<file path="config.mk">
export PLATFORM = sky130hd
export DESIGN_NAME = cpu_run_ctrl
export DESIGN_NICKNAME = d
export VERILOG_FILES = /design/src/rtl/cpu_run_pkg.sv /design/src/rtl/cpu_run_ctrl_sat_counter.sv /design/src/rtl/cpu_run_ctrl.sv
export SDC_FILE = /design/constraint.sdc
export NUM_CORES = 1
export LEC_CHECK = 0
export CAP_MARGIN = 5
export CORE_MARGIN = 5
export CORE_UTILIZATION = 47
export CTS_CLUSTER_DIAMETER = 50
export DETAILED_ROUTE_END_ITERATION = 6
export PLACE_DENSITY_LB_ADDON = 0.3
export SLEW_MARGIN = 40
export SYNTH_ARGS = -nofsm -noshare
export SYNTH_HDL_FRONTEND = slang
export SYNTH_SLANG_ARGS = --single-unit
</file>
<file path="constraint.sdc">
create_clock -name Clock -period 3.6 [get_ports Clock]
set_clock_uncertainty 0.1 [all_clocks]
set_input_delay 0.72 -clock Clock [delete_from_list [all_inputs] [get_ports Clock]]
set_output_delay 0.72 -clock Clock [all_outputs]
set_load 0.01 [all_outputs]
</file>
<file path="src/rtl/cpu_run_pkg.sv">
// Shared encodings for the CPU run controller: FSM states, run modes
// and stop-cause codes.
package cpu_run_pkg;

  typedef enum logic [2:0] {
    ST_IDLE  = 3'd0,
    ST_RUN   = 3'd1,
    ST_PAUSE = 3'd2,
    ST_STEP  = 3'd3,
    ST_DONE  = 3'd4
  } state_e;

  localparam logic [1:0] MODE_FREE   = 2'b00;
  localparam logic [1:0] MODE_BUDGET = 2'b01;
  localparam logic [1:0] MODE_STEP   = 2'b10;
  localparam logic [1:0] MODE_RSVD   = 2'b11;

  localparam logic [1:0] CAUSE_NONE   = 2'd0;
  localparam logic [1:0] CAUSE_BUDGET = 2'd1;
  localparam logic [1:0] CAUSE_HALT   = 2'd2;
  localparam logic [1:0] CAUSE_BP     = 2'd3;

endpackage

</file>
<file path="src/rtl/cpu_run_ctrl_sat_counter.sv">
// Saturating up-counter with synchronous clear and count enable.
// Holds at all-ones instead of wrapping.
module sat_counter #(
  parameter int W = 16
) (
  input  logic         clk_i,
  input  logic         rst_i,
  input  logic         clr_i,
  input  logic         en_i,
  output logic [W-1:0] cnt_o
);

  logic [W-1:0] cnt_q;
  logic [W-1:0] cnt_d;

  always_comb begin
    cnt_d = cnt_q;
    if (clr_i)
      cnt_d = '0;
    else if (en_i && (cnt_q != '1))
      cnt_d = cnt_q + W'(1);
  end

  always_ff @(posedge clk_i) begin
    if (rst_i)
      cnt_q <= '0;
    else
      cnt_q <= cnt_d;
  end

  assign cnt_o = cnt_q;

endmodule

</file>
<file path="src/rtl/cpu_run_ctrl.sv">
// Run controller gating the CPU clock-enable (free-run/budget/step).
// Define CPU_RUN_CTRL_BREAKPOINT_EN to enable the PC breakpoint stop.
module cpu_run_ctrl
  import cpu_run_pkg::*;
#(
  parameter int CNT_W          = 16,
  parameter int DEFAULT_CYCLES = 30,
  parameter int PC_W           = 16
) (
  input  logic             Clock,
  input  logic             Reset,
  input  logic             Start,
  input  logic [1:0]       Mode,
  input  logic [CNT_W-1:0] Budget,
  input  logic             Step,
  input  logic             Halt,
  input  logic [PC_W-1:0]  Pc,
  input  logic [PC_W-1:0]  BpAddr,
  input  logic             BpValid,
  output logic             CpuEn,
  output logic             Running,
  output logic             Done,
  output logic [CNT_W-1:0] CycleCount,
  output logic [1:0]       StopCause
);

  localparam logic [CNT_W-1:0] CNT_MAX = '1;
  localparam logic [CNT_W-1:0] CNT_DEF = CNT_W'(DEFAULT_CYCLES);

  state_e           state_q, state_d;
  logic [1:0]       mode_q, mode_d;
  logic [CNT_W-1:0] limit_q, limit_d;
  logic [1:0]       cause_q, cause_d;
  logic             run_q, done_q;
  logic             clr;
  logic             bp_hit;
  logic             at_last;
  logic             active;

  assign active = (state_q == ST_RUN) || (state_q == ST_STEP);

`ifdef CPU_RUN_CTRL_BREAKPOINT_EN
  assign bp_hit = active && BpValid && (Pc == BpAddr);
`else
  logic unused_bp;
  assign unused_bp = ^{Pc, BpAddr, BpValid};
  assign bp_hit    = 1'b0;
`endif

  assign CpuEn = active && !bp_hit;

  // Budget mode stops at the limit; other modes stop on saturation.
  assign at_last = (mode_q == MODE_BUDGET)
                 ? (CycleCount == limit_q - CNT_W'(1))
                 : (CycleCount == CNT_MAX - CNT_W'(1));

  always_comb begin
    state_d = state_q;
    mode_d  = mode_q;
    limit_d = limit_q;
    cause_d = cause_q;
    clr     = 1'b0;
    unique case (state_q)
      ST_IDLE, ST_DONE: begin
        if (Start) begin
          mode_d  = (Mode == MODE_RSVD) ? MODE_FREE : Mode;
          limit_d = (Budget == '0) ? CNT_DEF : Budget;
          cause_d = CAUSE_NONE;
          clr     = 1'b1;
          state_d = (Mode == MODE_STEP) ? ST_PAUSE : ST_RUN;
        end
      end
      ST_RUN, ST_STEP: begin
        if (Halt) begin
          state_d = ST_DONE;
          cause_d = CAUSE_HALT;
        end else if (bp_hit) begin
          state_d = ST_DONE;
          cause_d = CAUSE_BP;
        end else if (CpuEn && at_last) begin
          state_d = ST_DONE;
          cause_d = CAUSE_BUDGET;
        end else if (state_q == ST_STEP) begin
          state_d = ST_PAUSE;
        end
      end
      ST_PAUSE: begin
        if (Halt) begin
          state_d = ST_DONE;
          cause_d = CAUSE_HALT;
        end else if (Step) begin
          state_d = ST_STEP;
        end
      end
      default: state_d = ST_IDLE;
    endcase
  end

  always_ff @(posedge Clock) begin
    if (Reset) begin
      state_q <= ST_IDLE;
      mode_q  <= MODE_FREE;
      limit_q <= '0;
      cause_q <= CAUSE_NONE;
      run_q   <= 1'b0;
      done_q  <= 1'b0;
    end else begin
      state_q <= state_d;
      mode_q  <= mode_d;
      limit_q <= limit_d;
      cause_q <= cause_d;
      run_q   <= (state_d == ST_RUN) ||
                 (state_d == ST_PAUSE) ||
                 (state_d == ST_STEP);
      done_q  <= (state_d == ST_DONE);
    end
  end

  sat_counter #(
    .W (CNT_W)
  ) u_cnt (
    .clk_i (Clock),
    .rst_i (Reset),
    .clr_i (clr),
    .en_i  (CpuEn),
    .cnt_o (CycleCount)
  );

  assign Running   = run_q;
  assign Done      = done_q;
  assign StopCause = cause_q;

endmodule

</file>
# Yosys cells after proc, flatten, opt, wreduce, memory -nomap -nowiden

Cells that the tools add are included.

$add $sub $neg: 2
Equal/unequal tests: 17
Mux-type cells: 18
Reductions and logical operators: 13

Operators with widths:

| operator                                                              | number |
|---|---|
| 3-bit two-way mux                                                     | 6 |
| 16-bit by 1-bit adder with 16-bit output (second input constant)      | 1 |
| 16-bit == test                                                        | 1 |
| 16-bit == test (second input constant)                                | 1 |
| 16-bit zero test                                                      | 1 |
| 16-bit two-way mux                                                    | 1 |
| 16-bit inequality test (second input constant)                        | 1 |
| 16-bit by 1-bit subtractor with 16-bit output (second input constant) | 1 |
| 3-bit by 2-bit == test with 1-bit output (second input constant)      | 4 |
| 2-bit two-way mux                                                     | 6 |
| 3-bit case mux with 3 select lines                                    | 1 |
| 3-bit by 1-bit == test with 1-bit output (second input constant)      | 2 |
| 3-bit == test (second input constant)                                 | 2 |
| 2-bit case mux with 3 select lines                                    | 1 |
| 2-bit OR reduction                                                    | 3 |
| 2-bit == test (second input constant)                                 | 2 |
| 2-bit inequality test (second input constant)                         | 2 |
| 4-bit AND reduction                                                   | 1 |
| 3-bit zero test                                                       | 1 |
| 1-bit logical OR                                                      | 3 |
| 1-bit two-way mux                                                     | 3 |
| 3-bit inequality test (second input constant)                         | 1 |
| 3-bit nonzero test                                                    | 1 |
| 2-bit by 1-bit == test with 1-bit output (second input constant)      | 1 |
| other kinds (2)                                                       | 3 |

Register bits: 41
Bits of input ports: 56
Output and inout port bits: 21
Word-level logic and storage cells: 57

# Depth between registers and ports, before layout

Depth after elaboration: 10
Depth in mapped cells: 10
Gate-level depth less buffers: 9

# Hierarchy

From an unflattened synthesis, not the netlist that was laid out.

Cells, all modules: 349
Area, all modules: 2890.3 um2

By module, submodules not included:

| module       | instances | cells an instance | area an instance (um2) | sequential area each (um2) |
|---|---|---|---|---|
| cpu_run_ctrl | 1         | 247               | 1973.1                 | 500.5 |
| sat_counter  | 1         | 102               | 917.1                  | 320.3 |

# Worst setup path before layout

No wires, ideal clock.

Kind: register to register
From: register limit_q[0]
To: register run_q, in the netlist Running
Setup time: 0.138 ns
Arrival: 2.897 ns
Required time: 3.362 ns
Slack: 0.465 ns
Stages on the path, launching flop included: 11
Buffers on the path: 1
Period minus slack after synthesis: 3.135 ns
Path through: dfxtp_1 inv_1 ha_1 or4b_2 clkbuf_1 nor4_1 xor2_1 or3_1 a2111o_1 a2111oi_0 o22ai_1

Word-level cells in the longest chain between the ends: 10
Elaborated cells on any way between the ends: 12
Those cells by class: add/sub: 1; eq/ne: 4; mux: 4; reduce/logical: 3

Ends and longest elaborated chain:

| what                                                                                                        | RTL line                                 | text |
|---|---|---|
| from (decl)                                                                                                 | cpu_run_ctrl.sv:32                       | `logic [CNT_W-1:0] limit_q, limit_d;` |
| from (signal assigned)                                                                                      | cpu_run_ctrl.sv:110                      | `limit_q <= limit_d;` |
| 16-bit by 1-bit subtractor with 16-bit output (*)                                                           | cpu_run_ctrl.sv:54                       | `? (CycleCount == limit_q - CNT_W'(1))` |
| 16-bit == test (*)                                                                                          | cpu_run_ctrl.sv:54                       |  |
| 1-bit two-way mux (*)                                                                                       | cpu_run_ctrl.sv:54                       |  |
| 1-bit logical AND (*)                                                                                       | cpu_run_ctrl.sv:80                       | `end else if (CpuEn && at_last) begin` |
| 3-bit two-way mux (*)                                                                                       | cpu_run_ctrl.sv:80                       |  |
| 3-bit two-way mux (*)                                                                                       | cpu_run_ctrl.sv:74                       | `if (Halt) begin` |
| 3-bit case mux with 3 select lines (*)                                                                      | cpu_run_ctrl.sv:63                       | `unique case (state_q)` |
| 3-bit by 1-bit == test with 1-bit output / 3-bit by 2-bit == test with 1-bit output (equally long branches) | cpu_run_ctrl.sv:112, cpu_run_ctrl.sv:113 |  |
| 1-bit logical OR                                                                                            | cpu_run_ctrl.sv:112                      | `run_q <= (state_d == ST_RUN) \|\|` |
| 1-bit logical OR (*)                                                                                        | cpu_run_ctrl.sv:113                      | `(state_d == ST_PAUSE) \|\|` |
| to (signal assigned)                                                                                        | cpu_run_ctrl.sv:112                      |  |
| to (decl)                                                                                                   | cpu_run_ctrl.sv:34                       | `logic run_q, done_q;` |

Mark *: on every way between the ends. The rest lies on a longest branch, timed or not.
A chain may end at the register's enable or synchronous reset.

# Worst setup path in the final report

Ends and elaborated chain as after synthesis.

==> impl_metrics.py <==
metrics = {
    "status": {
        "status": "finished clean",
    },
    "floorplanning": {
        "io_pins": 77,
        "coreArea_sq_mm": 0.00507,
        "initial_core_util_pct": 47.9,
        "die-height_um": 81.9,
        "fp.dieW_um": 81.9,
        "die_area_sq_mm": 0.00671,
        "core.rowCount": 26,
    },
    "setup_path": {
        "max_stage_delay_ps": 600,
        "crit_path_frequent_cell": "buf_4",
        "rrSetupSlack_ps": 290,
        "cp.depth": 9,
        "path_cells": "buf_4, or4_1, buf_4, or4_2, o211ai_1, o2111ai_1, a2111o_1, a2111oi_1, o22ai_1",
        "slowest_stage": "or4_2",
        "cp_top_family": "compound AO/OA/AOI/OAI gates",
        "critical_path.max_fanout": 6,
        "cp.arrival_ps": 3370,
        "reg2reg_depth": 9,
        "startpoint_type": "flip-flop",
        "cp-endpoint": "Running",
        "required_ps": 3660,
        "critical_path.endpoint_type": "flip-flop",
        "worst-path-buf-inv": 2,
        "r2r_start": "limit_q[0]",
        "critPathKind": "reg -> reg",
        "startpoint": "limit_q[0]",
        "r2r_end": "Running",
    },
    "logic_synthesis": {
        "synth.distinct_cells": 60,
        "syn_nets": 348,
        "ys_ff_latch": 41,
        "synthFlopType": "dfxtp_1",
        "syn_area_sq_mm": 0.00243,
        "yosysTopAreaCell": "dfxtp_1",
        "ys_seq_area_share_pct": 33.8,
        "yosys_warnings": 0,
        "post-synth-top-area-fraction_pct": 33.8,
        "syn_area_per_cell_sq_um": 8.38,
        "syn_inst": 290,
        "yosysMostFrequentCell": "dfxtp_1",
        "yosys-top-cells-count": "dfxtp_1 (41), nor2_1 (39), nand2_1 (20)",
        "ys_top_cells_by_area": "dfxtp_1 (34%), nor2_1 (6.0%), a22o_1 (4.0%)",
        "async_flop_share_pct": 0,
        "synth_edf_count": 0,
    },
    "detailed_routing": {
        "first_pass_iters": 4,
        "first_iter_violations": 126,
        "vias_per_cell": 5.80,
        "final_antenna_net_count": 0,
        "wl_mm": 5.94,
        "wl_per_cell_um": 14.7,
        "vias": 2344,
        "drc": 0,
    },
    "grt": {
        "grt_pass1_vias": 2166,
        "grt_max_degree": 20,
        "grt_pass1_wl_mm": 10.1,
        "grt.total_usage_pct": 19.3,
        "overflow": 0,
        "antenna_found_initial": 0,
    },
    "placed_design": {
        "numPortBuffers": 43,
        "place_congestion": 0.871,
        "place_hpwl_mm": 4.54,
        "dpl_cell_area_sq_mm": 0.00296,
    },
    "clock_network": {
        "cts_num_sinks": 41,
        "cts-hold-fix-buffers": 0,
        "cts_made_buffers": 5,
        "clkLatencyLatePin_ps": 300,
        "cts_tree": "built",
        "clock-root-buffer": "clkbuf_8",
        "path_clk_slew_ps": 70,
        "clock_path_buffers": 2,
        "htreeDepth": 2,
        "post_cts_buffers": 0,
    },
    "sta": {
        "worst_pin_slew_ps": 558,
        "slew_viol_final": 0,
        "setup-tns-final_ps": 0,
        "rsz0062_at_grt": "no",
        "setup_viol": 0,
        "period_share_pct": 91.9,
        "holdWs_ps": 391,
        "layout_min_cycle_time_ps": 3310,
        "relSlewSlack_pct": 62.8,
        "fmax_ghz": 0.302,
        "finalHoldViolations": 0,
    },
    "flow_run": {
        "cap_violations": 0,
    },
    "pwr": {
        "power_density_mw_per_mm2": 356,
        "max-vdd-ir-drop_mv": 0.252,
        "cellLeakagePower_uw": 0.00109,
    },
    "finish": {
        "area_growth_pct": 26.8,
        "fin_nets": 392,
        "stdcell_area_sq_mm": 0.00308,
        "drive_above_1_share_pct": 9.88,
        "diodes": 0,
    },
    "min_path": {
        "min_path_type": "reg -> reg",
    },
}
## stage by stage
step / cells / setup WS, ps / util [%] / power [uW]
3_3_place_gp: 397 / 183 / 58.3 / 739
3_5_place_dp: 397 / 171 / 58.3 / 745
5_1_grt: 404 / 47.2 / 60.7 / 1150
6_report: 404 / 293 / 60.7 / 1100
2_1_floorplan: 290 / 465 / - / 663
4_1_cts: 404 / 128 / 60.3 / 1100
## kinds of logic after synthesis
kind of cell	share of synthesized area [%]
and+or+nand+nor	29.8
AOI/OAI and AO/OA	21.2
DFF	33.8
xor gates and xnor gates	9.06
buffers and inverters	3.50
muxes	1.65
adders and majority gates	1.03
## metal layers
| layer | global-route usage, % | part of all wire, % | up-vias |
|---|---|---|---|
| met2 | 32.2 | 49 | 42 |
| met5 | 0 | 0 | - |
| li1 | - | - | 1175 |
| met1 | 24.0 | 44 | 1117 |
| met4 | 7.31 | 2.0 | 0 |
| met3 | 4.50 | 4.7 | 10 |
## layout by cell type (no fill, tap or decap), drive strengths merged, types with 3 or more instances in the layout
master	count
clkdlybuf4s50	43
dfxtp	41
nor2	39
nand2	20
xor2	11
a22o	11
nor3	10
o21ai	10
a21oi	9
xnor2	9
buf	9
nand2b	8
inv	7
or3	7
nor4	7
or4	7
nand4	6
nand3	6
clkbuf	5
and3	4
mux2i	4
nand3b	4
o32ai	4
o211ai	4
o31ai	3
a31oi	3
a2111oi	3
## worst min-delay path by stage
| stage | cells past startpoint | end | startpoint |
|---|---|---|---|
| after global placement | 2 | StopCause[1] | StopCause[1] |
| after global routing | 2 | mode_q[0] | mode_q[0] |
| final | 2 | StopCause[1] | StopCause[1] |
| after floorplan | 2 | mode_q[0] | mode_q[0] |
| after detailed placement | 2 | StopCause[1] | StopCause[1] |
| after CTS | 2 | StopCause[1] | StopCause[1] |
## worst min-delay path, stage by stage, from the launching register on
cell,delay (ps)
dfxtp_1,330
nand2_1,60
o21ai_0,60
## final cells by class
type,count,area [sq um]
multi-input cells,227,1540
well taps,70,87.6
repair buffers,52,498
clock inverters,2,35.0
inverters,7,26.3
flip-flops and latches,41,821
clock buffers,5,68.8
fillers,476,1990
## power breakdown
part	leakage, uW	total [uW]	switching, uW	internal [uW]
Combinational	0.000704	239	124	116
Clock	0.0000540	356	155	201
Sequential	0.000334	500	25.1	475
Total	0.00109	1100	304	792
## what timing repair did
item | CTS | global route
endpoints found under the setup margin | 0 | 5
resized for setup | 0 | 3
hold endpoints to repair | 0 | 0
## sequential cells by signal, indices dropped and copies added (netlist names)
register     cells
Done             1
Running          1
StopCause        2
u_cnt.cnt_o     16
state_q          3
mode_q           2
limit_q         16
No activity file was read; power rests on OpenSTA's default activity.
